<file path="config.mk">
export PLATFORM = sky130hd
export DESIGN_NAME = hazard_ctrl
export DESIGN_NICKNAME = d
export VERILOG_FILES = /design/src/rtl/hazard_ctrl.sv
export SDC_FILE = /design/constraint.sdc
export NUM_CORES = 1
export LEC_CHECK = 0
export CAP_MARGIN = 10
export CORE_MARGIN = 2
export CORE_UTILIZATION = 38
export CTS_CLUSTER_DIAMETER = 150
export CTS_CLUSTER_SIZE = 24
export DETAILED_ROUTE_END_ITERATION = 16
export PLACE_DENSITY_LB_ADDON = 0.3
export SYNTH_ARGS = -nofsm -noshare
export SYNTH_HDL_FRONTEND = slang
export SYNTH_SLANG_ARGS = --single-unit
</file>
<file path="constraint.sdc">
create_clock -name clk -period 2.46 [get_ports clk]
set_clock_uncertainty 0.05 [all_clocks]
set_input_delay 0.615 -clock clk [delete_from_list [all_inputs] [get_ports clk]]
set_output_delay 0.615 -clock clk [all_outputs]
set_load 0.05 [all_outputs]
</file>
<file path="src/rtl/hazard_ctrl.sv">
// Pipeline hazard controller: stall/flush/forward controls for IF/ID and ID/EX,
// plus a one-entry mul/div scoreboard and a saturating stall-cycle counter.
module hazard_ctrl #(
    parameter int CNT_W = 16
) (
    input  logic             clk,
    input  logic             reset,
    input  logic [4:0]       Rs1D,
    input  logic [4:0]       Rs2D,
    input  logic             MdD,
    input  logic [4:0]       Rs1E,
    input  logic [4:0]       Rs2E,
    input  logic [4:0]       RdE,
    input  logic             LoadE,
    input  logic             MdStartE,
    input  logic             PCSrcE,
    input  logic [4:0]       RdM,
    input  logic             RegWriteM,
    input  logic [4:0]       RdW,
    input  logic             RegWriteW,
    input  logic             MdDone,
    output logic             StallF,
    output logic             StallD,
    output logic             FlushD,
    output logic             FlushE,
    output logic [1:0]       ForwardAE,
    output logic [1:0]       ForwardBE,
    output logic             MdBusy,
    output logic [CNT_W-1:0] StallCnt
);

    logic       PendV;
    logic [4:0] PendRd;
    logic       lwStall;
    logic       mdBlk;
    logic       mdStruct;
    logic       hz;
    logic       pendLive;

    always_comb begin
        ForwardAE = 2'b00;
        if (RegWriteM && RdM != 5'd0 && RdM == Rs1E)
            ForwardAE = 2'b10;
        else if (RegWriteW && RdW != 5'd0 && RdW == Rs1E)
            ForwardAE = 2'b01;
    end

    always_comb begin
        ForwardBE = 2'b00;
        if (RegWriteM && RdM != 5'd0 && RdM == Rs2E)
            ForwardBE = 2'b10;
        else if (RegWriteW && RdW != 5'd0 && RdW == Rs2E)
            ForwardBE = 2'b01;
    end

    // A completing op releases ID in the same cycle via the RF write-first bypass.
    assign pendLive = PendV && !MdDone;

    assign lwStall  = LoadE && RdE != 5'd0 &&
                      (RdE == Rs1D || RdE == Rs2D);
    assign mdBlk    = pendLive && PendRd != 5'd0 &&
                      (PendRd == Rs1D || PendRd == Rs2D);
    assign mdStruct = MdD && (MdStartE || pendLive);
    assign hz       = lwStall || mdBlk || mdStruct;

    always_comb begin
        StallF = 1'b0;
        StallD = 1'b0;
        FlushD = 1'b0;
        FlushE = 1'b0;
        if (PCSrcE) begin
            FlushD = 1'b1;
            FlushE = 1'b1;
        end else begin
            StallF = hz;
            StallD = hz;
            FlushE = hz;
        end
    end

    assign MdBusy = PendV;

    // The op launching in EX is older than any branch, so flushes never cancel it.
    always_ff @(posedge clk) begin
        if (reset) begin
            PendV  <= 1'b0;
            PendRd <= 5'd0;
        end else if (MdStartE && RdE != 5'd0) begin
            PendV  <= 1'b1;
            PendRd <= RdE;
        end else if (MdDone) begin
            PendV  <= 1'b0;
        end
    end

    always_ff @(posedge clk) begin
        if (reset)
            StallCnt <= '0;
        else if (StallD && StallCnt != {CNT_W{1'b1}})
            StallCnt <= StallCnt + 1'b1;
    end

endmodule

</file>
Word level (Yosys, flattened, before mapping). Cells that the tools add are included.

Add/subtract/negate cells: 1. $lt $le $gt $ge: 0. Equality and inequality tests: 9. Bitwise gates (word level): 0. $mul: 0. Reductions and logical operators: 25. Divide/modulo/power cells: 0. Shift-type cells: 0. Mux-type cells: 9.

Operators by type and width (count): equality test 5 bit (8); nonzero test 5 bit (4); adder 16 x 1 -> 16 bit (second input constant) (1); != test 16 bit (second input constant) (1); logical AND 1 bit (14); 2-to-1 mux 1 bit (7); logical OR 1 bit (5); 2-to-1 mux 2 bit (2); nonzero test 2 bit (1); zero test 1 bit (1).

Output and inout bits: 25. Memory bits (writable): 0. Memories: 0. Bits in latches: 0. Logic and storage cells: 47. Memory bits (read-only): 0. Register bits: 22. Bits of input ports: 44.

Logic depth before layout (Yosys ltp). Gate-level depths: netlist of the first run.

Depth after elaboration: 8. Gate-level depth with buffers: 8. Mapped depth without buffers: 6.

Worst setup path after synthesis of the first run. No wires, ideal clock.

Path kind: in2out. From: in RdM[1]. To: out ForwardAE[0]. Arrival: 3.192 ns. Path buffers: 0. Stages on the path: 4. Data required time: 1.795 ns. Slack: -1.397 ns. Cells stage by stage: or4_1 > o21ai_0 > nor4_1 > nor4_1.

Word-level cells in the longest chain between the ends: 4. Elaborated cells on any way between the ends: 5. Those cells by class: eq/ne (1); mux (1); reduce/logical (3).

Ends and longest elaborated chain: from (decl) (line 17) `input logic [4:0] RdM,`; nonzero test 5 bit (line 42) `if (RegWriteM && RdM != 5'd0 && RdM == Rs1E)`; logical AND 1 bit (line 42); logical AND 1 bit (*) (line 42); 2-to-1 mux 2 bit (*) (line 42); to (decl) (line 26) `output logic [1:0] ForwardAE,`.

Every way passes the cells marked *; elsewhere a longest branch is shown, timed or not.

Worst setup path after layout of the first run.
From: in RdM[3]. To: out ForwardAE[0].

Same word-level chain as after synthesis.

==> impl_metrics.ini, run 1 <==
[outcome]
status = finished, violations left
violations = negative setup slack

[global_routing]
track_usage_pct = 20.67
grt_pass1_wl_mm = 7.431
grt_pass1_vias = 1670
grt_start_max_net_pins = 28
globalRouteOverflowTotal = 0
antenna_found_initial = 0

[timing]
min_period_over_period_pct = 107.1
rsz0062_at_grt = true
relSlewSlack_pct = 60.98
hold_ws_ps = 463.6
setup_tns_ps = -508.2
hold_violations = 0
slew_viol_final = 0
period_needed_ps = 2635
setup_viol = 4
layout_setup_ws_ps = -175.1
fmax_mhz = 379.5
worst_slew_pin_slew_ps = 583.5

[die]
core_area_mm2 = 0.004029
die_width_um = 68.74
start_util_pct = 39.53
die_area_mm2 = 0.004725
dieHeight_um = 68.74
io_pins = 69
rows = 23

[place]
port_buffers = 68
dp_hpwl_mm = 3.630
dp_slack_ps = -656.3
place_area_mm2 = 0.002645
gp_congestion = 0.7873

[setup_path]
crit_type = in2out
r2r_slack_ps = 220
max_stage_delay_ps = 540
cp.required_ps = 1790
worstRegToRegCells = 9
path_cells = buf_6 -> or4_4 -> o21ai_4 -> buf_4 -> nor4_4 -> nor4_4 -> buf_12
worstSetupStartpoint = RdM[3]
cp_data_arrival_time_ps = 1970
crit_fanout = 2
endpoint_kind = output pin
crit_buf_inv = 3
cp.depth = 7
cpLargestDelayFamily = simple AND/OR/NAND/NOR gates
worst_path_most_repeated_cell = nor4_4
r2r_end = StallCnt[5]
crit_path_start_kind = primary input
crit_end = ForwardAE[0]
r2r_start = PendRd[0]
cp_slowest_cell = or4_4

[detailed_routing]
firstDrtPassIters = 6
vias = 1784
post_drt_wl_per_cell_um = 14.19
final_antenna_net_count = 0
drt_iter0_markers = 95
drc = 0
routed_wl_mm = 4.838
avgViaCountPerCell = 5.232

[logic_synthesis]
synth_edf_count = 0
yosysWarnings = 0
synth_top_cell_by_area = dfxtp_1
synth_flop_cell = dfxtp_1
synth_cells = 194
synthesis.nets = 239
synth_seq_cells = 22
yosysMostFrequentCell = xnor2_1
synthArstFlopShare_pct = 0
synth_cell_types = 34
synth_top_cell_area_share_pct = 27.65
synth_area_mm2 = 0.001593
synth_common_cells = xnor2_1, dfxtp_1, nand2_1, a21oi_1
syn_area_per_cell_um2 = 8.210
synth-seq-area-share_pct = 27.65
synth_area_leaders = dfxtp_1, xnor2_1, xor2_1, or4_1, a21oi_1

[power]
p_leak_nw = 1.074
switchingPower_mw = 0.2923
p_sw_share_pct = 27.83
peakVddDrop_v = 0.0002919
internal_power_mw = 0.7579
p_seq_share_pct = 35.4
totalPowerFinal_mw = 1.050
p_clk_share_pct = 31.9
comb_power_share_pct = 32.7
p_per_area_mw_per_mm2 = 371.8

[clocking]
clk_latency_ps = 260
cts_inserted_buffers = 3
ctsHoldBuffers = 0
clk_pin_slew_ps = 80
clock_sinks = 22
cts_tree = yes
cts_root_buf = clkbuf_8
cts_max_level = 1
clockBufferDepth = 2

[finish]
drive_gt1_share_pct = 38.49
insertedDiodeCount = 0
finalNetCount = 337
area_delta_synth_final_pct = 77.38
finalInstanceArea_mm2 = 0.002825

[run]
cap_violations = 0

[min_path]
hold_class = reg2reg
[worst reg2reg max path: cells and delay by family (launching register included)]
family / cells / cell delay (ps)
AOI/OAI and AO/OA: 2 / 280
and+or+nand+nor: 2 / 400
muxes: 1 / 360
DFF: 1 / 430
buffers and inverters: 3 / 460
xor gates and xnor gates: 1 / 150
[layout make-up]
| type | instances | area [um^2] |
|---|---|---|
| Multi-Input combinational cell | 161 | 1301 |
| Fill cell | 312 | 1204 |
| Timing Repair Buffer | 102 | 942.2 |
| Sequential cell | 22 | 440.4 |
| Tap cell | 50 | 62.56 |
| Clock buffer | 3 | 41.29 |
| Clock inverter | 1 | 30.03 |
| Inverter | 2 | 7.507 |
[stage by stage]
| step | cells | utilization, % |
|---|---|---|
| 3_3_place_gp | 331 | 65.65 |
| 6_report | 341 | 70.12 |
| 3_5_place_dp | 331 | 65.65 |
| 4_1_cts | 338 | 68.76 |
| 5_1_grt | 341 | 70.12 |
| 2_1_floorplan | 194 | - |
[sequential cells by signal, summed over array words and instances (netlist names)]
| signal | flops |
|---|---|
| PendRd | 5 |
| MdBusy | 1 |
| StallCnt | 16 |
[what timing repair did]
action                                  4_1_cts  5_1_grt
buffers inserted                              3        3
endpoints found under the setup margin       22        7
pin swaps                                    27        8
gates resized for setup                     150       29
[placed cells by master (no fill, tap or decap), types with 11 or more instances in the layout]
cell type,count
a21oi_1,15
xor2_1,11
buf_2,15
dfxtp_1,22
nor2_1,11
xnor2_1,20
nand2_1,17
buf_4,28
buf_6,18
clkdlybuf4s50_1,19
[metal layers]
layer	GRT usage (%)	up-vias	routed length, um
met5	0	-	0
met4	6.863	0	87
met3	2.273	6	185
met2	40.75	35	2574
met1	22.56	834	1991
li1	-	909	-
[power groups by stage]
stage / Combinational, mW / Sequential (mW) / Clock, mW
2_1_floorplan: 0.148 / 0.388 / 0
3_3_place_gp: 0.314 / 0.379 / 0
3_5_place_dp: 0.318 / 0.379 / 0
4_1_cts: 0.329 / 0.371 / 0.343
5_1_grt: 0.368 / 0.373 / 0.355
6_report: 0.343 / 0.372 / 0.336
[worst min path at each step]
stage | startpoint | endpoint | slack [ps] | cells after the start
after floorplan | PendRd[4] | PendRd[4] | 440 | 2
after global placement | StallCnt[10] | StallCnt[10] | 440 | 2
after detailed placement | StallCnt[10] | StallCnt[10] | 450 | 2
after CTS | StallCnt[10] | StallCnt[10] | 470 | 2
after global routing | StallCnt[12] | StallCnt[12] | 490 | 2
final | StallCnt[10] | StallCnt[10] | 460 | 2
[kinds of logic (layout without fill, tap and decap cells)]
family	count (synthesis)	in the layout	share of synthesized area, %
and+or+nand+nor	78	78	27.26
buffers and inverters	11	108	3.692
DFF	22	22	27.65
xor gates and xnor gates	40	40	22.00
AOI/OAI and AO/OA	39	39	16.50
adders and majority gates	1	1	0.7854
muxes	3	3	2.121
No activity file was read; power rests on OpenSTA's default activity.
==> inputs of run 2 (changes only) <==
--- a/config.mk
+++ b/config.mk
@@ -6,12 +6,12 @@
 export NUM_CORES = 1
 export LEC_CHECK = 0
 export CAP_MARGIN = 10
-export CORE_MARGIN = 2
+export CORE_MARGIN = 8
 export CORE_UTILIZATION = 38
 export CTS_CLUSTER_DIAMETER = 150
 export CTS_CLUSTER_SIZE = 24
 export DETAILED_ROUTE_END_ITERATION = 16
-export PLACE_DENSITY_LB_ADDON = 0.3
+export PLACE_DENSITY = 0.76
 export SYNTH_ARGS = -nofsm -noshare
 export SYNTH_HDL_FRONTEND = slang
 export SYNTH_SLANG_ARGS = --single-unit
==> run 2 against run 1 <==
Net effect:
- the flow still finishes with violations (negative setup slack)
- power increased by 0.11%
- critical endpoint is now ForwardBE[0]
- largest power group unchanged
- clock-buffer cell count unchanged
- highest routed layer unchanged
- fmax increased by 0.50%
- cell area increased by 0.22%
- die area increased by 38%
- cell count decreased by 0.29%
- routed wire length increased by 15%
- via count increased by 3.1%
- global-route usage decreased by 3.9 points
==> impl_metrics.ini, run 2 (synthesis results as in run 1) <==
[setup_path]
crit_fanout = 2
cp_slowest_cell = or4_4
crit_path_start_kind = primary input
cp.required_ps = 1790
crit_type = in2out
r2r_slack_ps = 150
max_stage_delay_ps = 490
endpoint_kind = output pin
cp_data_arrival_time_ps = 1960
path_cells = buf_6 -> buf_6 -> xor2_2 -> or4_4 -> nor4_4 -> buf_12
worst_path_most_repeated_cell = buf_6

[timing]
min_period_over_period_pct = 106.6
hold_ws_ps = 463.6
relSlewSlack_pct = 62.03
layout_setup_ws_ps = -162.0
hold_violations = 0
setup_viol = 7
slew_viol_final = 0
worst_slew_pin_slew_ps = 567.8
period_needed_ps = 2622
rsz0062_at_grt = true
fmax_mhz = 381.4

[clocking]
clk_pin_slew_ps = 80
ctsHoldBuffers = 0
clockBufferDepth = 2
cts_inserted_buffers = 3
cts_tree = yes
clk_latency_ps = 260
clock_sinks = 22
cts_root_buf = clkbuf_8
cts_max_level = 1

[finish]
final_cell_mix = buf_4, dfxtp_1, clkdlybuf4s50_1, xnor2_1, buf_2
top_register = StallCnt
largest_reg_flops = 16
layout_commonest_cell = buf_4
insertedDiodeCount = 0
fill_cells = 311
fin_util_pct = 70.28
drive_gt1_share_pct = 40.00
regArea_um2 = 440.4
multi_input_area_mm2 = 0.001333
area_delta_synth_final_pct = 77.77
fin_cells = 340
finalNetCount = 336

[detailed_routing]
firstDrtPassIters = 4
routed_wl_mm = 5.562
final_antenna_net_count = 0
drc = 0
drt_iter0_markers = 78
post_drt_wl_per_cell_um = 16.36
avgViaCountPerCell = 5.412
vias = 1840

[die]
start_util_pct = 39.53
die_area_mm2 = 0.006519
io_pins = 69
rows = 23
dieHeight_um = 80.74
core_area_mm2 = 0.004029
die_width_um = 80.74

[global_routing]
grt_pass1_vias = 1874
globalRouteOverflowTotal = 0
antenna_found_initial = 0
grt_start_max_net_pins = 28
grt_pass1_wl_mm = 8.907
track_usage_pct = 16.75

[outcome]
status = finished, violations left
violations = negative setup slack

[place]
port_buffers = 68
dp_hpwl_mm = 4.023
dp.cells = 332
gp_congestion = 0.8114

[power]
totalPowerFinal_mw = 1.051
p_leak_nw = 1.064
p_per_area_mw_per_mm2 = 371.3
peakVddDrop_v = 0.0003086

[run]
cap_violations = 0

[min_path]
hold_class = reg2reg
run 2: worst max-delay path: cells and delay by family:
| family | cells | cell delay, ps |
|---|---|---|
| xor+xnor | 1 | 140 |
| buf+inv | 3 | 390 |
| simple gates | 2 | 820 |
run 2: per-stage QoR:
stage          setup TNS (ps)  setup WS (ps)  instance area, um^2
6_report               -546.7         -162.0                 2831
4_1_cts                -612.5         -241.1                 2763
5_1_grt                -772.8         -207.8                 2831
3_3_place_gp            -9729         -626.9                 2640
3_5_place_dp            -9756         -654.5                 2640
2_1_floorplan          -529.5         -262.3                 1702
run 2: timing repair:
action,in CTS,in global routing
pin swaps,22,20
buffers inserted,6,1
resized for setup,137,46
setup endpoints to repair,22,11
run 2: worst paths after layout:
| kind | start | to | cells past startpoint |
|---|---|---|---|
| worst max register to register | PendRd[3] | StallCnt[5] | 9 |
| worst max-delay path | RdW[1] | ForwardBE[0] | 6 |
| worst min register to register | StallCnt[10] | StallCnt[10] | 2 |
| worst min-delay path | StallCnt[10] | StallCnt[10] | 2 |
run 2: final cells by class:
cell class | instances | share of cell area (%)
Sequential cell | 22 | 15.55
Clock buffer | 3 | 1.458
Inverter | 2 | 0.2651
Multi-Input combinational cell | 161 | 47.06
Clock inverter | 1 | 1.061
Timing Repair Buffer | 101 | 32.39
Tap cell | 50 | 2.209
run 2: power breakdown:
group          switching [mW]  leakage, nW  internal [mW]
clock network           0.116       0.0357          0.217
registers             0.00896        0.179          0.363
logic                   0.172        0.849          0.175
run 2: routing by layer:
metal | GRT usage, % | vias to the layer above | routed length, um
met5 | 0 | - | 0
met4 | 4.107 | 0 | 99
met3 | 2.870 | 10 | 308
met2 | 30.63 | 56 | 2912
met1 | 19.68 | 866 | 2241
li1 | - | 908 | -
==> inputs of run 3 (changes only) <==
--- a/config.mk
+++ b/config.mk
@@ -9,7 +9,6 @@
 export CORE_MARGIN = 8
 export CORE_UTILIZATION = 38
 export CTS_CLUSTER_DIAMETER = 150
-export CTS_CLUSTER_SIZE = 24
 export DETAILED_ROUTE_END_ITERATION = 16
 export PLACE_DENSITY = 0.76
 export SYNTH_ARGS = -nofsm -noshare
==> results of run 3 <==
Same layout as run 2: the final DEF is identical, and so are final timing and power.
